<file path="config.mk">
export PLATFORM = sky130hd
export DESIGN_NAME = branch_search_seq
export DESIGN_NICKNAME = d
export VERILOG_FILES = /design/src/rtl/branch_search_seq.sv
export SDC_FILE = /design/constraint.sdc
export NUM_CORES = 1
export LEC_CHECK = 0
export BUFFER_PORTS_ARGS = -buffer_cell sky130_fd_sc_hd__buf_4
export CAP_MARGIN = 20
export CORE_MARGIN = 2
export CORE_UTILIZATION = 53
export CTS_BUF_LIST = sky130_fd_sc_hd__clkbuf_8
export CTS_CLUSTER_DIAMETER = 60
export CTS_CLUSTER_SIZE = 24
export DETAILED_ROUTE_END_ITERATION = 10
export GPL_ROUTABILITY_DRIVEN = 1
export GPL_TIMING_DRIVEN = 1
export PLACE_DENSITY = 0.82
export SETUP_SLACK_MARGIN = 0.2
export SYNTH_ARGS = -nofsm -noshare
export SYNTH_HDL_FRONTEND = slang
export SYNTH_SLANG_ARGS = --single-unit
</file>
<file path="constraint.sdc">
create_clock -name clk -period 2.6 [get_ports clk]
set_input_delay 0.26 -clock clk [delete_from_list [all_inputs] [get_ports clk]]
set_output_delay 0.26 -clock clk [all_outputs]
set_load 0.1 [all_outputs]
</file>
<file path="src/rtl/branch_search_seq.sv">
// Bracket-matching branch-search sequencer: arms a forward/backward skip on '['/']' and counts nesting depth.
// Latency: search state, depth and flags register one cycle after the triggering handshake; exec_enable is combinational.
// Backpressure: instr_ready drops for the one-cycle DONE bubble and permanently in ERR (until reset).
// Optional feature macro: BRANCH_STATS_EN adds search_cycles / search_count statistics outputs.
module branch_search_seq #(
  parameter logic [8:0] OP_OPEN  = 9'h1F0,
  parameter logic [8:0] OP_CLOSE = 9'h1F1,
  parameter int         DEPTH_W  = 8
) (
  input  logic               clk,
  input  logic               reset,
  input  logic [8:0]         instruction,
  input  logic               instr_valid,
  output logic               instr_ready,
  input  logic [7:0]         working_value,
  output logic               exec_enable,
  output logic               searching,
  output logic               search_dir,
  output logic               pop_bubble,
  output logic [DEPTH_W-1:0] depth,
  output logic               overflow
`ifdef BRANCH_STATS_EN
  ,
  output logic [15:0]        search_cycles,
  output logic [7:0]         search_count
`endif
);

  typedef enum logic [2:0] {
    IDLE = 3'd0,
    FWD  = 3'd1,
    BWD  = 3'd2,
    DONE = 3'd3,
    ERR  = 3'd4
  } state_t;

  localparam logic [DEPTH_W-1:0] DEPTH_MAX = {DEPTH_W{1'b1}};
  localparam logic [DEPTH_W-1:0] DEPTH_ONE = {{(DEPTH_W-1){1'b0}}, 1'b1};

  state_t             state;
  state_t             state_nxt;
  logic [DEPTH_W-1:0] depth_nxt;
  logic               dir_nxt;
  logic               ovf_nxt;
  logic               handshake;
  logic               is_open;
  logic               is_close;
  logic               deepen;
  logic               shallow;

  assign is_open     = (instruction == OP_OPEN);
  assign is_close    = (instruction == OP_CLOSE);
  assign instr_ready = (state == IDLE) || (state == FWD) || (state == BWD);
  assign handshake   = instr_valid && instr_ready;
  assign searching   = (state == FWD) || (state == BWD);
  assign pop_bubble  = (state == DONE);

  // Only ordinary instructions seen outside a search may commit; brackets never do.
  assign exec_enable = handshake && (state == IDLE) && !is_open && !is_close;

  // In a forward walk '[' nests deeper and ']' unwinds; a backward walk swaps the roles.
  assign deepen  = (state == FWD) ? is_open  : is_close;
  assign shallow = (state == FWD) ? is_close : is_open;

  // Next-state, depth, direction and error decode.
  always_comb begin
    state_nxt = state;
    depth_nxt = depth;
    dir_nxt   = search_dir;
    ovf_nxt   = overflow;
    case (state)
      IDLE: begin
        if (handshake) begin
          if (is_open && (working_value == 8'h00)) begin
            state_nxt = FWD;
            depth_nxt = DEPTH_ONE;
            dir_nxt   = 1'b0;
          end else if (is_close && (working_value != 8'h00)) begin
            state_nxt = BWD;
            depth_nxt = DEPTH_ONE;
            dir_nxt   = 1'b1;
          end
        end
      end
      FWD, BWD: begin
        if (handshake) begin
          if (deepen) begin
            if (depth == DEPTH_MAX) begin
              // Nesting deeper than the counter can hold: freeze depth and lock up.
              ovf_nxt   = 1'b1;
              state_nxt = ERR;
            end else begin
              depth_nxt = depth + DEPTH_ONE;
            end
          end else if (shallow) begin
            if (depth == DEPTH_ONE) begin
              depth_nxt = '0;
              state_nxt = DONE;
            end else begin
              depth_nxt = depth - DEPTH_ONE;
            end
          end
        end
      end
      DONE:    state_nxt = IDLE;
      ERR:     state_nxt = ERR;
      default: state_nxt = IDLE;
    endcase
  end

  // State, depth, direction and sticky overflow registers.
  always_ff @(posedge clk or posedge reset) begin
    if (reset) begin
      state      <= IDLE;
      depth      <= '0;
      search_dir <= 1'b0;
      overflow   <= 1'b0;
    end else begin
      state      <= state_nxt;
      depth      <= depth_nxt;
      search_dir <= dir_nxt;
      overflow   <= ovf_nxt;
    end
  end

`ifdef BRANCH_STATS_EN
  // Saturating count of cycles spent walking, and wrapping count of finished searches.
  always_ff @(posedge clk or posedge reset) begin
    if (reset) begin
      search_cycles <= 16'h0000;
      search_count  <= 8'h00;
    end else begin
      if (searching && (search_cycles != 16'hFFFF)) begin
        search_cycles <= search_cycles + 16'h0001;
      end
      if (state == DONE) begin
        search_count <= search_count + 8'h01;
      end
    end
  end
`endif

endmodule

</file>
==> results.tsv, run 1 <==
metric	value	unit
Slew @ Worst Pin	0.784	ns
Crit Reg-Reg Startpoint	depth[0]	
CTS Hold Bufs	0	
PortBufs	33	
vias in the first global route	1186	
Post-synth EDFFs	0	
die width	51.7	um
RSZ-0062 raised after global routing	no	
Final Hold Vio Count	0	
CTS buffer count	3	
CTS tree	built	
setup TNS	0	ns
fraction of layout cells with a size suffix above 1	38.2	%
post-CTS sizing	0	
post-synthesis cell area	0.00120	sq mm
commonest non-fill, non-tap cell in the layout	buf_4	
Final ANT Viol Nets	0	
flops & latches, synth	13	
post-synthesis mux area share	1.66	%
Leakage	0.629	nW
CTS Root Cell	clkbuf_8	
fmax	0.438	GHz
CP Launch Type	flip-flop	
via count	1249	
Comb pwr share	60.3	%
post-synthesis sequential area ratio	27.0	%
Finish-stage setup viols	0	
Setup crit start	depth[0]	
status	complete, no violations	
Worst setup EP type	flip-flop	
PwrDens	766	mW/mm^2
FFs w/ async S/R, synth	100	%
main combinational cell family by area after synthesis	simple AND/OR/NAND/NOR gates	
H-tree level count	1	
simple-gate share of the synthesized area	31.2	%
first-pass GRT wire length	5200	um
Max clock buf depth	2	
WL per Instance	16.3	um
vias per cell	6.21	
DIE AREA	0.00267	sq mm
# clock sinks	13	
antenna violations before repair	0	
Post-Place Cells	197	
Clock Pin Slew Worst Setup and Hold Paths	0.06	ns
fill count	189	
most frequent cells in the layout	buf_4 (38), nand2_1 (12), nor2_1 (11)	
Starting Density	55.0	%
Synth Warn #	0	
post-synthesis adder-cell area fraction	3.12	%
HPWL Detailed	2350	um
DRC	0	
crit path time final	2.28	ns
n_diodes	0	
final WL	3280	um
clock skew	0.00462	ns
worst hold path type	primary input to asynchronous set/reset pin	
Clk pwr share	16.2	%
crit path DAT	2.42	ns
syn avg cell area	8.79	sq um
CP Class	flip-flop to flip-flop	
sw frac	53.8	%
Sequential Power Share	23.5	%
synth unique cells	57	
I/O pin count	34	
Final Cycle Share	87.9	%
Worst-Skew Late Latency	0.26	ns
Core Box Area	0.00219	sq mm
max cap viols	0	
floorplan row count	17	
post-synthesis xor/xnor area fraction	2.80	%
maximum vdd drop	0.612	mV
sw power	0.628	mW
Post-Syn Nets	160	
chip height	51.7	um
Synth Area in Compound Gates	27.3	%
Syn Inst Count	137	
Primary FF master, synth	dfrtp_1	
worst-path fanout max	16	
Final Wtd Congestion	0.940	
Setup Buffers After CTS	0	
DRT Pass-1 Iters	4	
gr ovfl total	0	
Finished Layout Cells	201	
WP data required	2.74	ns
worst relative slew slack	47.5	%
Total GRT Usage	26.4	%
largest net degree at the start of global routing	17	
Initial DRC Count	62	
Internal	0.538	mW
P&R area growth vs syn	26.3	%
Final nets	197	
max-slew violations	0	
-- final cells by class --
| cell class | instances | area [sq um] | area share, % |
|---|---|---|---|
| inverter | 5 | 18.8 | 1.23 |
| timing repair buffer | 38 | 285 | 18.8 |
| clock buffer | 3 | 41.3 | 2.71 |
| clock inverter | 1 | 3.75 | 0.247 |
| multi-input combinational | 113 | 800 | 52.5 |
| tap | 28 | 35.0 | 2.30 |
| sequential | 13 | 338 | 22.2 |
-- power by group through the flow --
stage / Sequential, mW / Clock (mW) / Combinational [mW]
4_1_cts: 0.274 / 0.192 / 0.700
3_3_place_gp: 0.275 / 0 / 0.684
5_1_grt: 0.281 / 0.197 / 0.739
6_report: 0.274 / 0.189 / 0.703
3_5_place_dp: 0.278 / 0 / 0.695
2_1_floorplan: 0.248 / 0 / 0.602
-- worst paths after layout --
path	end	slack [ns]	cells after the start
worst min-delay path	state[2]	0.06	2
min in group clk	overflow	0.27	2
max in group asynchronous	depth[1]	2.12	2
worst max register to register	depth[3]	0.32	7
worst max-delay path	depth[3]	0.32	7
worst min register to register	overflow	0.49	1
-- per-layer routing --
layer | up-vias | track usage (%) | wire length, um
met2 | 79 | 46.2 | 1670
met4 | 0 | 16.2 | 117
li1 | 595 | - | -
met1 | 560 | 29.9 | 1210
met3 | 15 | 4.31 | 278
met5 | - | 0 | 0
-- per-stage QoR --
| stage | hold WS [ns] | utilization [%] | power (mW) | setup slack, ns | area [sq um] |
|---|---|---|---|---|---|
| finish | 0.0574 | 69.4 | 1.17 | 0.315 | 1520 |
| floorplan | 0.137 | - | 0.850 | 0.154 | 1220 |
| global placement | 0.333 | 67.4 | 0.959 | 0.408 | 1480 |
| detailed placement | 0.339 | 67.4 | 0.973 | 0.322 | 1480 |
| global route | 0.0938 | 69.4 | 1.22 | 0.201 | 1520 |
| CTS | 0.0682 | 69.4 | 1.17 | 0.289 | 1520 |
-- registers in the layout, summed over array words and instances (netlist names) --
signal,cells
search_dir,1
overflow,1
depth,8
state,3
-- Yosys cell counts (3+ instances only) --
| cell | instances | area, sq um |
|---|---|---|
| o21ai_0 | 3 | 15.0 |
| o21ai_1 | 3 | 15.0 |
| nand2_1 | 12 | 45.0 |
| dfrtp_1 | 13 | 325 |
| inv_1 | 5 | 18.8 |
| ha_1 | 3 | 37.5 |
| nor3_1 | 8 | 40.0 |
| nor4_1 | 4 | 25.0 |
| o31ai_1 | 4 | 30.0 |
| nor2_1 | 11 | 41.3 |
| a31oi_1 | 3 | 18.8 |
| a21oi_1 | 6 | 30.0 |
| nand3_1 | 5 | 25.0 |
| buf_6 | 3 | 33.8 |
-- critical path, stage by stage (launching register included) --
cell,delay [ns]
dfrtp_4,0.47
ha_1,0.22
nand3_1,0.15
or3_1,0.42
or4_4,0.46
nand4_4,0.18
nor2_1,0.07
o22a_1,0.19
-- cell families after synthesis --
family | Yosys count
AO/OA/AOI/OAI | 43
XOR/XNOR | 3
adder cells (fa/ha/maj) | 3
buffers and inverters | 11
flip-flops | 13
multiplexers | 2
AND/OR/NAND/NOR | 62
(Power assumes the default switching activity.)
==> inputs of run 2 (changes only) <==
Settings changed: CORE_UTILIZATION 53 to 50, PLACE_DENSITY 0.82 to 0.78.
==> run 2 against run 1 <==
Compared with the run above:
- first-iteration DRC count down 63%
- cell count down 0.50%
- critical endpoint unchanged
- sequential power down 14%
- routed wire length down 4.1%
- combinational power up 6.8%
- largest power group unchanged
- register-to-register slack about the same
- critical path depth unchanged
- clock skew about the same
- non-clock buffer count down 1
==> results.tsv, run 2 (same netlist as run 1, synthesis figures left out) <==
metric	value	unit	change
Largest Register	depth		
vias per cell	6.16		-0.87%
Slew @ Worst Pin	0.774	ns	-0.0102 ns
largest net degree at the start of global routing	17		unchanged
final WL	3140	um	-4.1%
Final ANT Viol Nets	0		unchanged
setup TNS	0	ns	unchanged
Max clock buf depth	2		unchanged
Finish-stage setup viols	0		unchanged
PortBufs	33		unchanged
# clock sinks	13		unchanged
Final Wtd Congestion	0.911		-3.1%
worst-path fanout max	16		unchanged
P&R area growth vs syn	26.3	%	unchanged
worst relative slew slack	48.2	%	+0.68 points
pre-CTS setup slack	0.305	ns	-0.0169 ns
max-slew violations	0		unchanged
vias in the first global route	1192		+0.51%
PnR worst setup slack	0.300	ns	-0.0148 ns
biggest regs	depth x8, state x3		
fmax	0.435	GHz	-0.64%
HPWL Detailed	2390	um	+2.0%
DRT Pass-1 Iters	4		unchanged
max reg flops	8		unchanged
Final Hold Vio Count	0		unchanged
CTS Hold Bufs	0		unchanged
gr ovfl total	0		unchanged
Clock Pin Slew Worst Setup and Hold Paths	0.06	ns	about the same
Leakage	0.627	nW	-0.22%
first-pass GRT wire length	5150	um	-0.79%
crit path DAT	2.44	ns	+0.02 ns
commonest non-fill, non-tap cell in the layout	buf_4		
die width	53.1	um	+2.7%
via count	1232		-1.4%
Total GRT Usage	24.9	%	-1.5 points
Starting Density	53.4	%	-1.6 points
CTS buffer count	3		unchanged
worst hold path type	primary input to asynchronous set/reset pin		
Worst-Skew Late Latency	0.25	ns	about the same
maximum vdd drop	0.601	mV	-1.9%
CP Launch Type	flip-flop		
max cap viols	0		unchanged
crit path time final	2.30	ns	+0.0148 ns
clock skew	0.00450	ns	-0.000125 ns
Final nets	196		-0.51%
Final Cycle Share	88.4	%	+0.57 points
CTS Root Cell	clkbuf_8		
I/O pin count	34		unchanged
CP Class	flip-flop to flip-flop		
WL per Instance	15.7	um	-3.7%
Setup Buffers After CTS	0		unchanged
PwrDens	770	mW/mm^2	+0.44%
Worst setup EP type	flip-flop		
H-tree level count	1		unchanged
n_diodes	0		unchanged
Initial DRC Count	23		-63%
DIE AREA	0.00282	sq mm	+5.5%
Core Box Area	0.00225	sq mm	+2.9%
floorplan row count	17		unchanged
Total Power	1.17	mW	+0.44%
RSZ-0062 raised after global routing	no		
most frequent cells in the layout	buf_4 (37), nand2_1 (12), nor2_1 (11)		
CTS tree	built		
chip height	53.1	um	+2.7%
worst hold slack	0.0503	ns	-0.00710 ns
DRC	0		unchanged
WP data required	2.74	ns	about the same
antenna violations before repair	0		unchanged
fraction of layout cells with a size suffix above 1	38.4	%	+0.22 points
status	complete, no violations		
run 2: cell types whose count changed in the layout (fill, tap and decap cells not counted):
cell     delta
xnor2_2     +1
buf_4       -1
xnor2_1     -1
run 2: layout make-up:
cell class / count / area (sq um)
multi-input combinational: 113 / 807
tap: 28 / 35.0
sequential: 13 / 338
timing repair buffer: 37 / 278
clock buffer: 3 / 41.3
fill: 203 / 733
clock inverter: 1 / 3.75
inverter: 5 / 18.8
run 2: stage by stage:
stage / util, % / instances / area (sq um)
after floorplan: - / 137 / 1220
after global placement: 65.1 / 196 / 1470
after detailed placement: 65.1 / 196 / 1470
after CTS: 67.1 / 200 / 1510
after global routing: 67.5 / 200 / 1520
final: 67.5 / 200 / 1520
run 2: power breakdown:
| group | switching, mW | internal, mW | leakage [nW] |
|---|---|---|---|
| clock | 0.0810 | 0.105 | 0.0269 |
| combinational | 0.524 | 0.227 | 0.438 |
| sequential | 0.0139 | 0.221 | 0.162 |
run 2: timing repair:
action | in CTS | in global routing
endpoints found under the hold margin | 0 | 0
gates resized for setup | 0 | 1
endpoints found under the setup margin | 0 | 2
run 2: metal layers:
layer  vias to the layer above  track usage [%]  share of wire (%)
li1                        594                -                  -
met1                       601             31.2                 46
met2                        35             43.8                 51
met3                         2             3.95                3.3
met4                         0             7.26               0.45
met5                         -                0                  0
run 2: critical path: stages, from the launching register on:
cell and delay (ns):
dfrtp_4 0.47, ha_1 0.22, nand3_1 0.15, or3_1 0.43, or4_4 0.46, nand4_4 0.19, nor2_1 0.08, o22a_1 0.19
run 2: final timing paths:
check / to / slack (ns) / from / depth (start not counted)
setup / recovery: depth[3] / 0.30 / depth[0] / 7
min in group clk: overflow / 0.27 / instr_valid / 2
hold / removal: state[0] / 0.05 / reset / 2
setup reg to reg: depth[3] / 0.30 / depth[0] / 7
hold reg to reg: overflow / 0.48 / overflow / 1
max in group asynchronous: depth[0] / 2.15 / reset / 2
